`src/rtl/alarm_timebase_pkg.sv`:
```
`timescale 1ns/1ps
// Shared FSM state type, BCD limits and load-validation helper for the alarm timebase.
package alarm_timebase_pkg;

  typedef enum logic [1:0] {
    ST_IDLE    = 2'd0,
    ST_RINGING = 2'd1,
    ST_SNOOZE  = 2'd2
  } alarm_state_e;

  localparam logic [7:0] BCD_MAX_MIN  = 8'h59;
  localparam logic [7:0] BCD_MAX_HOUR = 8'h23;

  // With both digits at most 9, a raw byte compare against a BCD limit is exact.
  function automatic logic bcd_valid(input logic [7:0] val, input logic [7:0] max_val);
    return (val[7:4] <= 4'd9) && (val[3:0] <= 4'd9) && (val <= max_val);
  endfunction

endpackage

```
`src/rtl/alarm_timebase_bcd_mod_counter.sv`:
```
`timescale 1ns/1ps
// Two-digit BCD counter wrapping at MAX_VAL, with synchronous load and a carry-out for chaining.
module bcd_mod_counter
  import alarm_timebase_pkg::*;
#(
  parameter logic [7:0] MAX_VAL = BCD_MAX_MIN
) (
  input  logic       clk_i,
  input  logic       rst_i,
  input  logic       inc_i,
  input  logic       load_i,
  input  logic [7:0] load_data_i,
  output logic [7:0] value_o,
  output logic       carry_o
);

  logic [7:0] value_q;
  logic [7:0] value_d;

  always_comb begin
    value_d = value_q;
    if (load_i) begin
      value_d = load_data_i;
    end else if (inc_i) begin
      if (value_q == MAX_VAL) begin
        value_d = '0;
      end else if (value_q[3:0] == 4'd9) begin
        value_d = {value_q[7:4] + 4'd1, 4'd0};
      end else begin
        value_d = {value_q[7:4], value_q[3:0] + 4'd1};
      end
    end
  end

  always_ff @(posedge clk_i or posedge rst_i) begin
    if (rst_i) begin
      value_q <= '0;
    end else begin
      value_q <= value_d;
    end
  end

  assign value_o = value_q;
  assign carry_o = inc_i && !load_i && (value_q == MAX_VAL);

endmodule

```
`src/rtl/alarm_timebase.sv`:
```
`timescale 1ns/1ps
// Tick-to-seconds prescaler, 24-hour BCD time of day, alarm registers and ring/snooze FSM.
module alarm_timebase
  import alarm_timebase_pkg::*;
#(
  parameter int unsigned TICKS_PER_SECOND = 1000,
  parameter int unsigned PRESCALE_BITS    = 10,
  parameter int unsigned SNOOZE_SECONDS   = 300,
  parameter int unsigned RING_SECONDS     = 60
) (
  input  logic       FPGAClock,
  input  logic       reset,
  input  logic       FPGATick,
  input  logic       time_load,
  input  logic       alarm_load,
  input  logic [7:0] load_hour,
  input  logic [7:0] load_min,
  input  logic       alarm_en,
  input  logic       stop,
  input  logic       snooze,
  output logic [7:0] hours,
  output logic [7:0] minutes,
  output logic [7:0] seconds,
  output logic       sec_pulse,
  output logic       alarm_ring,
  output logic       load_err
);

  localparam int unsigned TIMER_MAX = (SNOOZE_SECONDS > RING_SECONDS) ? SNOOZE_SECONDS : RING_SECONDS;
  localparam int unsigned TW        = $clog2(TIMER_MAX + 1);

  localparam logic [PRESCALE_BITS-1:0] PRESC_LAST  = PRESCALE_BITS'(TICKS_PER_SECOND - 1);
  localparam logic [TW-1:0]            RING_LOAD   = TW'(RING_SECONDS);
  localparam logic [TW-1:0]            SNOOZE_LOAD = TW'(SNOOZE_SECONDS);

  logic [PRESCALE_BITS-1:0] presc_q, presc_d;
  logic [7:0]               alarm_hour_q, alarm_min_q;
  logic                     sec_pulse_q, load_err_q, alarm_ring_q;
  alarm_state_e             state_q;
  logic [TW-1:0]            ring_t_q, snz_t_q;

  logic time_ok, alarm_ok, sec_adv, match;
  logic sec_carry, min_carry, hr_carry_unused;

  assign time_ok  = time_load  && bcd_valid(load_hour, BCD_MAX_HOUR) && bcd_valid(load_min, BCD_MAX_MIN);
  assign alarm_ok = alarm_load && bcd_valid(load_hour, BCD_MAX_HOUR) && bcd_valid(load_min, BCD_MAX_MIN);

  always_comb begin
    presc_d = presc_q;
    sec_adv = 1'b0;
    if (time_ok) begin
      presc_d = '0;
    end else if (FPGATick) begin
      if (presc_q == PRESC_LAST) begin
        presc_d = '0;
        sec_adv = 1'b1;
      end else begin
        presc_d = presc_q + PRESCALE_BITS'(1);
      end
    end
  end

  bcd_mod_counter #(.MAX_VAL(BCD_MAX_MIN)) u_sec (
    .clk_i       (FPGAClock),
    .rst_i       (reset),
    .inc_i       (sec_adv),
    .load_i      (time_ok),
    .load_data_i (8'h00),
    .value_o     (seconds),
    .carry_o     (sec_carry)
  );

  bcd_mod_counter #(.MAX_VAL(BCD_MAX_MIN)) u_min (
    .clk_i       (FPGAClock),
    .rst_i       (reset),
    .inc_i       (sec_carry),
    .load_i      (time_ok),
    .load_data_i (load_min),
    .value_o     (minutes),
    .carry_o     (min_carry)
  );

  bcd_mod_counter #(.MAX_VAL(BCD_MAX_HOUR)) u_hour (
    .clk_i       (FPGAClock),
    .rst_i       (reset),
    .inc_i       (min_carry),
    .load_i      (time_ok),
    .load_data_i (load_hour),
    .value_o     (hours),
    .carry_o     (hr_carry_unused)
  );

  always_ff @(posedge FPGAClock or posedge reset) begin
    if (reset) begin
      presc_q      <= '0;
      sec_pulse_q  <= 1'b0;
      load_err_q   <= 1'b0;
      alarm_hour_q <= '0;
      alarm_min_q  <= '0;
    end else begin
      presc_q     <= presc_d;
      sec_pulse_q <= sec_adv;
      load_err_q  <= (time_load && !time_ok) || (alarm_load && !alarm_ok);
      if (alarm_ok) begin
        alarm_hour_q <= load_hour;
        alarm_min_q  <= load_min;
      end
    end
  end

  // Match is judged on the registered time during the sec_pulse cycle, so the ring
  // rises one cycle after the outputs show the alarm time; timers step on the same strobe.
  assign match = sec_pulse_q && (seconds == 8'h00) &&
                 (minutes == alarm_min_q) && (hours == alarm_hour_q);

  always_ff @(posedge FPGAClock or posedge reset) begin
    if (reset) begin
      state_q      <= ST_IDLE;
      ring_t_q     <= '0;
      snz_t_q      <= '0;
      alarm_ring_q <= 1'b0;
    end else if (!alarm_en) begin
      state_q      <= ST_IDLE;
      alarm_ring_q <= 1'b0;
    end else begin
      case (state_q)
        ST_IDLE: begin
          if (match) begin
            state_q      <= ST_RINGING;
            ring_t_q     <= RING_LOAD;
            alarm_ring_q <= 1'b1;
          end
        end
        ST_RINGING: begin
          if (stop) begin
            state_q      <= ST_IDLE;
            alarm_ring_q <= 1'b0;
          end else if (snooze) begin
            state_q      <= ST_SNOOZE;
            snz_t_q      <= SNOOZE_LOAD;
            alarm_ring_q <= 1'b0;
          end else if (sec_pulse_q) begin
            if (ring_t_q <= TW'(1)) begin
              state_q      <= ST_IDLE;
              ring_t_q     <= '0;
              alarm_ring_q <= 1'b0;
            end else begin
              ring_t_q <= ring_t_q - TW'(1);
            end
          end
        end
        ST_SNOOZE: begin
          if (stop) begin
            state_q <= ST_IDLE;
          end else if (sec_pulse_q) begin
            if (snz_t_q <= TW'(1)) begin
              state_q      <= ST_RINGING;
              snz_t_q      <= '0;
              ring_t_q     <= RING_LOAD;
              alarm_ring_q <= 1'b1;
            end else begin
              snz_t_q <= snz_t_q - TW'(1);
            end
          end
        end
        default: begin
          state_q      <= ST_IDLE;
          alarm_ring_q <= 1'b0;
        end
      endcase
    end
  end

  assign sec_pulse  = sec_pulse_q;
  assign load_err   = load_err_q;
  assign alarm_ring = alarm_ring_q;

endmodule

```
`config.mk`:
```
export PLATFORM = sky130hd
export DESIGN_NAME = alarm_timebase
export DESIGN_NICKNAME = d
export VERILOG_FILES = /design/src/rtl/alarm_timebase_pkg.sv /design/src/rtl/alarm_timebase_bcd_mod_counter.sv /design/src/rtl/alarm_timebase.sv
export SDC_FILE = /design/constraint.sdc
export NUM_CORES = 1
export LEC_CHECK = 0
export CORE_UTILIZATION = 52
export CTS_BUF_LIST = sky130_fd_sc_hd__clkbuf_4
export CTS_CLUSTER_DIAMETER = 60
export DETAILED_ROUTE_END_ITERATION = 10
export GPL_ROUTABILITY_DRIVEN = 1
export PLACE_DENSITY_LB_ADDON = 0.12
export SLEW_MARGIN = 40
export SYNTH_ARGS = -nofsm -noshare
export SYNTH_HDL_FRONTEND = slang
export SYNTH_SLANG_ARGS = --single-unit
export TNS_END_PERCENT = 100
```
`constraint.sdc`:
```
create_clock -name FPGAClock -period 2.6 [get_ports FPGAClock]
set_input_delay 0.78 -clock FPGAClock [delete_from_list [all_inputs] [get_ports FPGAClock]]
set_output_delay 0.78 -clock FPGAClock [all_outputs]
set_load 0.02 [all_outputs]
```
==> results of run 1 <==
[Yosys cell counts (2+ instances only)]
cell,instances
mux2_2,13
nand2_1,41
nand4_1,6
ha_1,19
inv_1,23
nand2b_1,4
or4_1,3
o21ai_0,42
nor3_1,14
clkbuf_1,9
a31oi_1,12
nand3b_1,6
o21a_1,2
nor2b_1,8
nor2_1,36
and3_1,5
nor4_1,9
nand3_1,20
o31ai_1,7
xnor2_1,6
a21oi_1,29
mux2i_1,4
xor2_1,20
o2111ai_1,3
o311ai_0,3
or3_1,3
o41ai_1,2
dfrtp_1,73
[kinds of logic (layout without fill, tap and decap cells)]
| logic type | after synthesis | count (layout) | share of synthesized area |
|---|---|---|---|
| XOR/XNOR | 26 | 26 | 0.0541 |
| flip-flops | 73 | 73 | 0.434 |
| multiplexers | 17 | 17 | 0.0443 |
| buffers and inverters | 34 | 130 | 0.0321 |
| AND/OR/NAND/NOR | 170 | 170 | 0.217 |
| AO/OA/AOI/OAI | 111 | 111 | 0.162 |
| adder cells (fa/ha/maj) | 19 | 19 | 0.0565 |
[state kept, by name, summed over array words and instances, names as in the netlist]
register        count
presc_q            10
ring_t_q            9
snz_t_q             9
alarm_hour_q        8
alarm_min_q         8
u_hour.value_o      8
u_min.value_o       8
u_sec.value_o       8
state_q             2
alarm_ring          1
load_err            1
sec_pulse           1
[power by group through the flow]
stage | Sequential [mW] | Combinational (mW) | Clock (mW)
global route | 1.47 | 0.703 | 0.871
detailed placement | 1.47 | 0.633 | 0
CTS | 1.44 | 0.638 | 0.818
finish | 1.45 | 0.632 | 0.802
floorplan | 1.48 | 0.332 | 0
global placement | 1.46 | 0.615 | 0
[area by class of cell]
cell class / count / area [um^2] / area share
repair buffers: 91 / 833 / 0.157
inverters: 23 / 90.1 / 0.0170
multi-input cells: 343 / 2270 / 0.429
well taps: 102 / 128 / 0.0241
clock inverters: 7 / 85.1 / 0.0160
flip-flops and latches: 73 / 1830 / 0.344
clock buffers: 9 / 67.6 / 0.0127
[layer usage]
layer	track usage	wire length [um]
met2	0.415	5010
met4	0.0898	130
met3	0.0390	343
met1	0.336	4470
met5	0	0
[cell usage in the layout, fill, tap and decap left out, types with 3 or more instances in the layout]
| cell type | netlist | layout |
|---|---|---|
| o311ai_0 | 3 | 3 |
| o21ai_0 | 42 | 42 |
| xor2_1 | 20 | 20 |
| nand2b_1 | 4 | 4 |
| ha_1 | 19 | 19 |
| o2111ai_1 | 3 | 3 |
| nor2b_1 | 8 | 8 |
| nor3_1 | 14 | 14 |
| a31oi_1 | 12 | 12 |
| dfrtp_1 | 73 | 73 |
| inv_1 | 23 | 22 |
| nand3b_1 | 6 | 6 |
| nand2_1 | 41 | 41 |
| clkdlybuf4s50_1 | 0 | 50 |
| a21oi_1 | 29 | 29 |
| mux2_2 | 13 | 13 |
| nand4_1 | 6 | 6 |
| o31ai_1 | 7 | 6 |
| clkbuf_4 | 0 | 9 |
| nor4_1 | 9 | 8 |
| buf_4 | 0 | 39 |
| nand3_1 | 20 | 20 |
| and3_1 | 5 | 5 |
| nor2_1 | 36 | 36 |
| or3_1 | 3 | 3 |
| mux2i_1 | 4 | 4 |
| xnor2_1 | 6 | 6 |
[timing repair]
item / 4_1_cts / 5_1_grt
endpoints found under the setup margin: 0 / 6
setup buffers: 0 / 2
hold buffers: 0 / 0
gates resized for setup: 0 / 4
[worst max path at each step]
stage	cells after the start	slack, ns	to
after global placement	7	-0.27	u_min.value_o[7]
after detailed placement	7	-0.33	u_hour.value_o[7]
after global routing	8	-0.01	u_min.value_o[7]
final	8	0.11	u_hour.value_o[7]
after CTS	7	0.13	u_min.value_o[7]
after floorplan	5	0.18	alarm_min_q[0]
[tightest hold or removal path, stage by stage (launching register included)]
cell     delay (ns)
dfrtp_1        0.38
o41ai_1        0.07
o21ai_0        0.06
==> flow_metrics.env, run 1 <==
export IMPL_path_delay_family="simple AND/OR/NAND/NOR gates"
export IMPL_finalCritPeriodShare=0.958
export IMPL_setup_viol=0
export IMPL_seqPwrFrac=0.502
export IMPL_cts_tree="done"
export IMPL_r2r_end="u_hour.value_o[7]"
export IMPL_synth_edf_count=0
export IMPL_hold_depth=2
export IMPL_period_needed_ns=2.49
export IMPL_drtIter0Drc=154
export IMPL_cts_buffers=9
export IMPL_nFillCells=625
export IMPL_yosysSeqAreaShare=0.434
export IMPL_cts_clk_slew_worst_paths_ns=0.12
export IMPL_synthArstFlopShare=1.00
export IMPL_vias=3682
export IMPL_fmax_mhz=402
export IMPL_gr_total_overflow=0
export IMPL_die_w_um=92.0
export IMPL_grt_start_max_net_pins=74
export IMPL_end_kind="flip-flop"
export IMPL_ys_seq_elements=73
export IMPL_hold_ws_ns=0.535
export IMPL_gp_congestion=0.836
export IMPL_status="complete, no violations"
export IMPL_synth_top_area_share=0.434
export IMPL_maxSlewHeadroom=0.610
export IMPL_clock_path_buffers=2
export IMPL_path_cells="clkdlybuf4s50_1, nand4_1, nor4b_4, buf_4, nand2_4, or3_4, or3_1, a21oi_1"
export IMPL_power_total_mw=2.88
export IMPL_nets=584
export IMPL_worst_path_largest_cell_delay_ns=0.48
export IMPL_drtAntennaViolNets=0
export IMPL_final_layout_size_suffix_gt1_frac=0.152
export IMPL_grt_pass1_vias=3489
export IMPL_cts_max_level=3
export IMPL_worstPathRequired_ns=2.96
export IMPL_cts_root_buf="clkbuf_4"
export IMPL_first_pass_iters=4
export IMPL_syn2layout_area_growth_pct=26.0
export IMPL_clockPowerShare=0.279
export IMPL_portBuffers=50
export IMPL_drc=0
export IMPL_cp_buffers_inverters=2
export IMPL_reg2reg_from="presc_q[0]"
export IMPL_layout_cells_non_filler=648
export IMPL_leakage_nw=2.39
export IMPL_synth_ff_type="dfrtp_1"
export IMPL_max_cap_viol_count=0
export IMPL_internal_power_mw=1.98
export IMPL_synth_cells=450
export IMPL_wl_um=9960
export IMPL_yosysWarnings=0
export IMPL_core_area_um2=7770
export IMPL_crit_path_top_delay_cell="clkdlybuf4s50_1"
export IMPL_path_class="in2reg"
export IMPL_rr_worst_depth=8
export IMPL_grt_pass1_wl_um=16800
export IMPL_die_h_um=92.0
export IMPL_startpoint="FPGATick"
export IMPL_start_util=0.542
export IMPL_fin_skew_ns=0.00905
export IMPL_final_util=0.683
export IMPL_rows=32
export IMPL_ys_types=56
export IMPL_worst_setup_path_start_kind="primary input"
export IMPL_dieArea_um2=8460
export IMPL_yosys_area_top_type="dfrtp_1"
export IMPL_min_to="snz_t_q[8]"
export IMPL_dp_hpwl_um=7260
export IMPL_antenna_cells=0
export IMPL_combPwrFrac=0.220
export IMPL_setup_ws_ns=0.109
export IMPL_swShare=0.314
export IMPL_hp_class="reg2reg"
export IMPL_grt_usage=0.252
export IMPL_insertion_delay_ns=0.44
export IMPL_place_area_um2=5110
export IMPL_syn_area_um2=4210
export IMPL_synthTopCellsByArea="dfrtp_1 (43%), ha_1 (5.6%), o21ai_0 (5.0%)"
export IMPL_ff2ff_setup_slack_ns=0.26
export IMPL_stdcell_area_um2=5300
export IMPL_powerDensity_nw_per_um2=543
export IMPL_postSynthAreaPerCell_um2=9.35
export IMPL_antenna_found_initial=0
export IMPL_syn_num_nets=493
export IMPL_hold_violations=0
export IMPL_clkSinkCount=73
export IMPL_vias_per_cell=5.68
export IMPL_dp_slack_ns=-0.332
export IMPL_setup_tns_ns=0
export IMPL_worst_path_max_fanout=3
export IMPL_vdd_drop_max_mv=0.406
export IMPL_slew_violations=0
export IMPL_dp_cells=630
export IMPL_hold_start="snz_t_q[8]"
export IMPL_crit_arrival_ns=2.85
export IMPL_power_switching_mw=0.905
export IMPL_wire_per_inst_um=15.4
export IMPL_io_pins=51
export IMPL_worst_pin_slew_ns=0.579
Note: power is estimated with default switching activity, not from simulation.
==> run 2, diff against run 1 <==
ABC_AREA = 1   (was unset)
CAP_MARGIN = 15   (was unset)
CORE_ASPECT_RATIO = 0.8   (was unset)
CORE_UTILIZATION = 53   (was 52)
==> flow_metrics.env, run 2 <==
export IMPL_clockPowerShare=0.194
export IMPL_synth_edf_count=0
export IMPL_crit_path_top_delay_cell="clkdlybuf4s50_1"
export IMPL_worst_pin_slew_ns=0.541
export IMPL_final_common_cell="nand2_1"
export IMPL_largest_reg_flops=10
export IMPL_drtIter0Drc=236
export IMPL_wire_per_inst_um=13.0
export IMPL_worst_setup_path_start_kind="flip-flop"
export IMPL_postSynthAreaPerCell_um2=7.42
export IMPL_gp_congestion=0.868
export IMPL_dp_slack_ns=0.0522
export IMPL_yosysSeqAreaShare=0.397
export IMPL_hold_depth=2
export IMPL_combPwrFrac=0.359
export IMPL_fmax_mhz=423
export IMPL_swShare=0.393
export IMPL_finalCritPeriodShare=0.909
export IMPL_final_layout_size_suffix_gt1_frac=0.100
export IMPL_portBuffers=50
export IMPL_gr_total_overflow=0
export IMPL_setup_tns_ns=0
export IMPL_ys_seq_elements=73
export IMPL_nFillCells=766
export IMPL_worst_path_largest_cell_delay_ns=0.66
export IMPL_maxSlewHeadroom=0.639
export IMPL_cts_clk_slew_worst_paths_ns=0.12
export IMPL_rows=30
export IMPL_powerDensity_nw_per_um2=655
export IMPL_path_delay_family="buffers and inverters"
export IMPL_layout_cells_non_filler=799
export IMPL_layout_common_cells="nand2_1 (159), inv_1 (90), dfrtp_1 (73), nor2_1 (63), clkdlybuf4s50_1 (50)"
export IMPL_cts_tree="done"
export IMPL_grt_pass1_vias=4112
export IMPL_fin_skew_ns=0.0114
export IMPL_regArea_um2=1830
export IMPL_ctsHoldBuffers=0
export IMPL_hp_class="reg2reg"
export IMPL_grt_usage=0.253
export IMPL_syn_area_um2=4600
export IMPL_rsz0062_at_grt="no"
export IMPL_rr_worst_depth=12
export IMPL_drtAntennaViolNets=0
export IMPL_yosysWarnings=0
export IMPL_vias_per_cell=5.22
export IMPL_die_w_um=106
export IMPL_cts_setup_buffers=0
export IMPL_nets=726
export IMPL_synth_commonest_cells="nand2_1 (159), inv_1 (91), dfrtp_1 (73)"
export IMPL_synth_cells=620
export IMPL_path_class="reg2out"
export IMPL_seqPwrFrac=0.447
export IMPL_setup_ws_ns=0.237
export IMPL_antenna_cells=0
export IMPL_cts_buffers=9
export IMPL_status="complete, no violations"
export IMPL_hold_violations=0
export IMPL_first_pass_iters=6
export IMPL_cts_max_level=3
export IMPL_internal_power_mw=2.16
export IMPL_die_h_um=85.3
export IMPL_synthArstFlopShare=1.00
export IMPL_postCtsResizedCells=0
export IMPL_clkSinkCount=73
export IMPL_cts_root_buf="clkbuf_4"
export IMPL_period_needed_ns=2.36
export IMPL_core_area_um2=8450
export IMPL_antenna_found_initial=0
export IMPL_leakage_nw=2.73
export IMPL_slew_violations=0
export IMPL_path_depth=1
export IMPL_wl_um=10400
export IMPL_dp_cells=784
export IMPL_insertion_delay_ns=0.41
export IMPL_dieArea_um2=9060
export IMPL_ys_types=36
export IMPL_grt_pass1_wl_um=18400
export IMPL_max_cap_viol_count=0
export IMPL_path_cells="clkdlybuf4s50_1"
export IMPL_synthTopCellsByArea="dfrtp_1 (40%), nand2_1 (13%), inv_1 (7.4%)"
export IMPL_setup_viol=0
export IMPL_synth_ff_type="dfrtp_1"
export IMPL_multiInputGateArea_um2=2360
export IMPL_clock_path_buffers=2
export IMPL_largest_register="presc_q"
export IMPL_vias=4169
export IMPL_synth_most_common_cell="nand2_1"
export IMPL_syn2layout_area_growth_pct=18.1
export IMPL_io_pins=51
export IMPL_yosys_area_top_type="dfrtp_1"
export IMPL_synth_top_area_share=0.397
export IMPL_end_kind="output pin"
export IMPL_crit_arrival_ns=1.58
export IMPL_start_util=0.545
export IMPL_worst_path_max_fanout=6
export IMPL_grt_start_max_net_pins=33
export IMPL_cp_buffers_inverters=1
export IMPL_drc=0
export IMPL_vdd_drop_max_mv=0.280
export IMPL_power_switching_mw=1.40
export IMPL_top_regs="presc_q (10), ring_t_q (9), snz_t_q (9)"
export IMPL_worstPathRequired_ns=1.82
export IMPL_dp_hpwl_um=7900
export IMPL_syn_num_nets=663
run 2: cells by family after synthesis:
kind of cell    Yosys count  synth area share
simple gates            314             0.307
buf+inv                 104            0.0900
compound gates           93             0.122
flops                    73             0.397
fa+ha+maj                19            0.0517
xor+xnor                 17            0.0324
run 2: routing by layer:
metal / part of all wire / global-route usage
met1: 0.47 / 0.326
met2: 0.47 / 0.429
met3: 0.043 / 0.0515
met4: 0.017 / 0.0783
met5: 0 / 0
run 2: worst paths after layout:
path | start | end | slack, ns
min reg2reg | ring_t_q[1] | ring_t_q[1] | 0.50
min in group asynchronous | reset | u_sec.value_o[0] | 0.74
max in group asynchronous | reset | u_min.value_o[4] | 1.32
max | u_hour.value_o[3] | hours[3] | 0.24
max reg2reg | u_sec.value_o[0] | ring_t_q[8] | 0.69
min | ring_t_q[1] | ring_t_q[1] | 0.50
run 2: cell type report:
| cell class | count | share of cell area |
|---|---|---|
| repair buffers | 60 | 0.113 |
| clock buffers | 9 | 0.0124 |
| multi-input cells | 443 | 0.435 |
| inverters | 96 | 0.0670 |
| clock inverters | 6 | 0.0111 |
| flip-flops and latches | 73 | 0.336 |
| well taps | 112 | 0.0258 |
run 2: through the flow:
stage / hold slack [ns] / utilization / power [mW] / area [um^2]
after global placement: 0.466 / 0.628 / 2.83 / 5310
after global routing: 0.539 / 0.643 / 3.84 / 5430
after floorplan: 0.455 / - / 2.49 / 4610
after detailed placement: 0.476 / 0.628 / 2.88 / 5310
after CTS: 0.503 / 0.643 / 3.58 / 5430
final: 0.502 / 0.643 / 3.56 / 5430
run 2: power by group through the flow:
stage	Sequential [mW]	Combinational (mW)	Clock [mW]
after floorplan	1.62	0.870	0
after global placement	1.60	1.24	0
after global routing	1.63	1.46	0.748
after CTS	1.59	1.28	0.708
final	1.59	1.28	0.691
after detailed placement	1.61	1.27	0
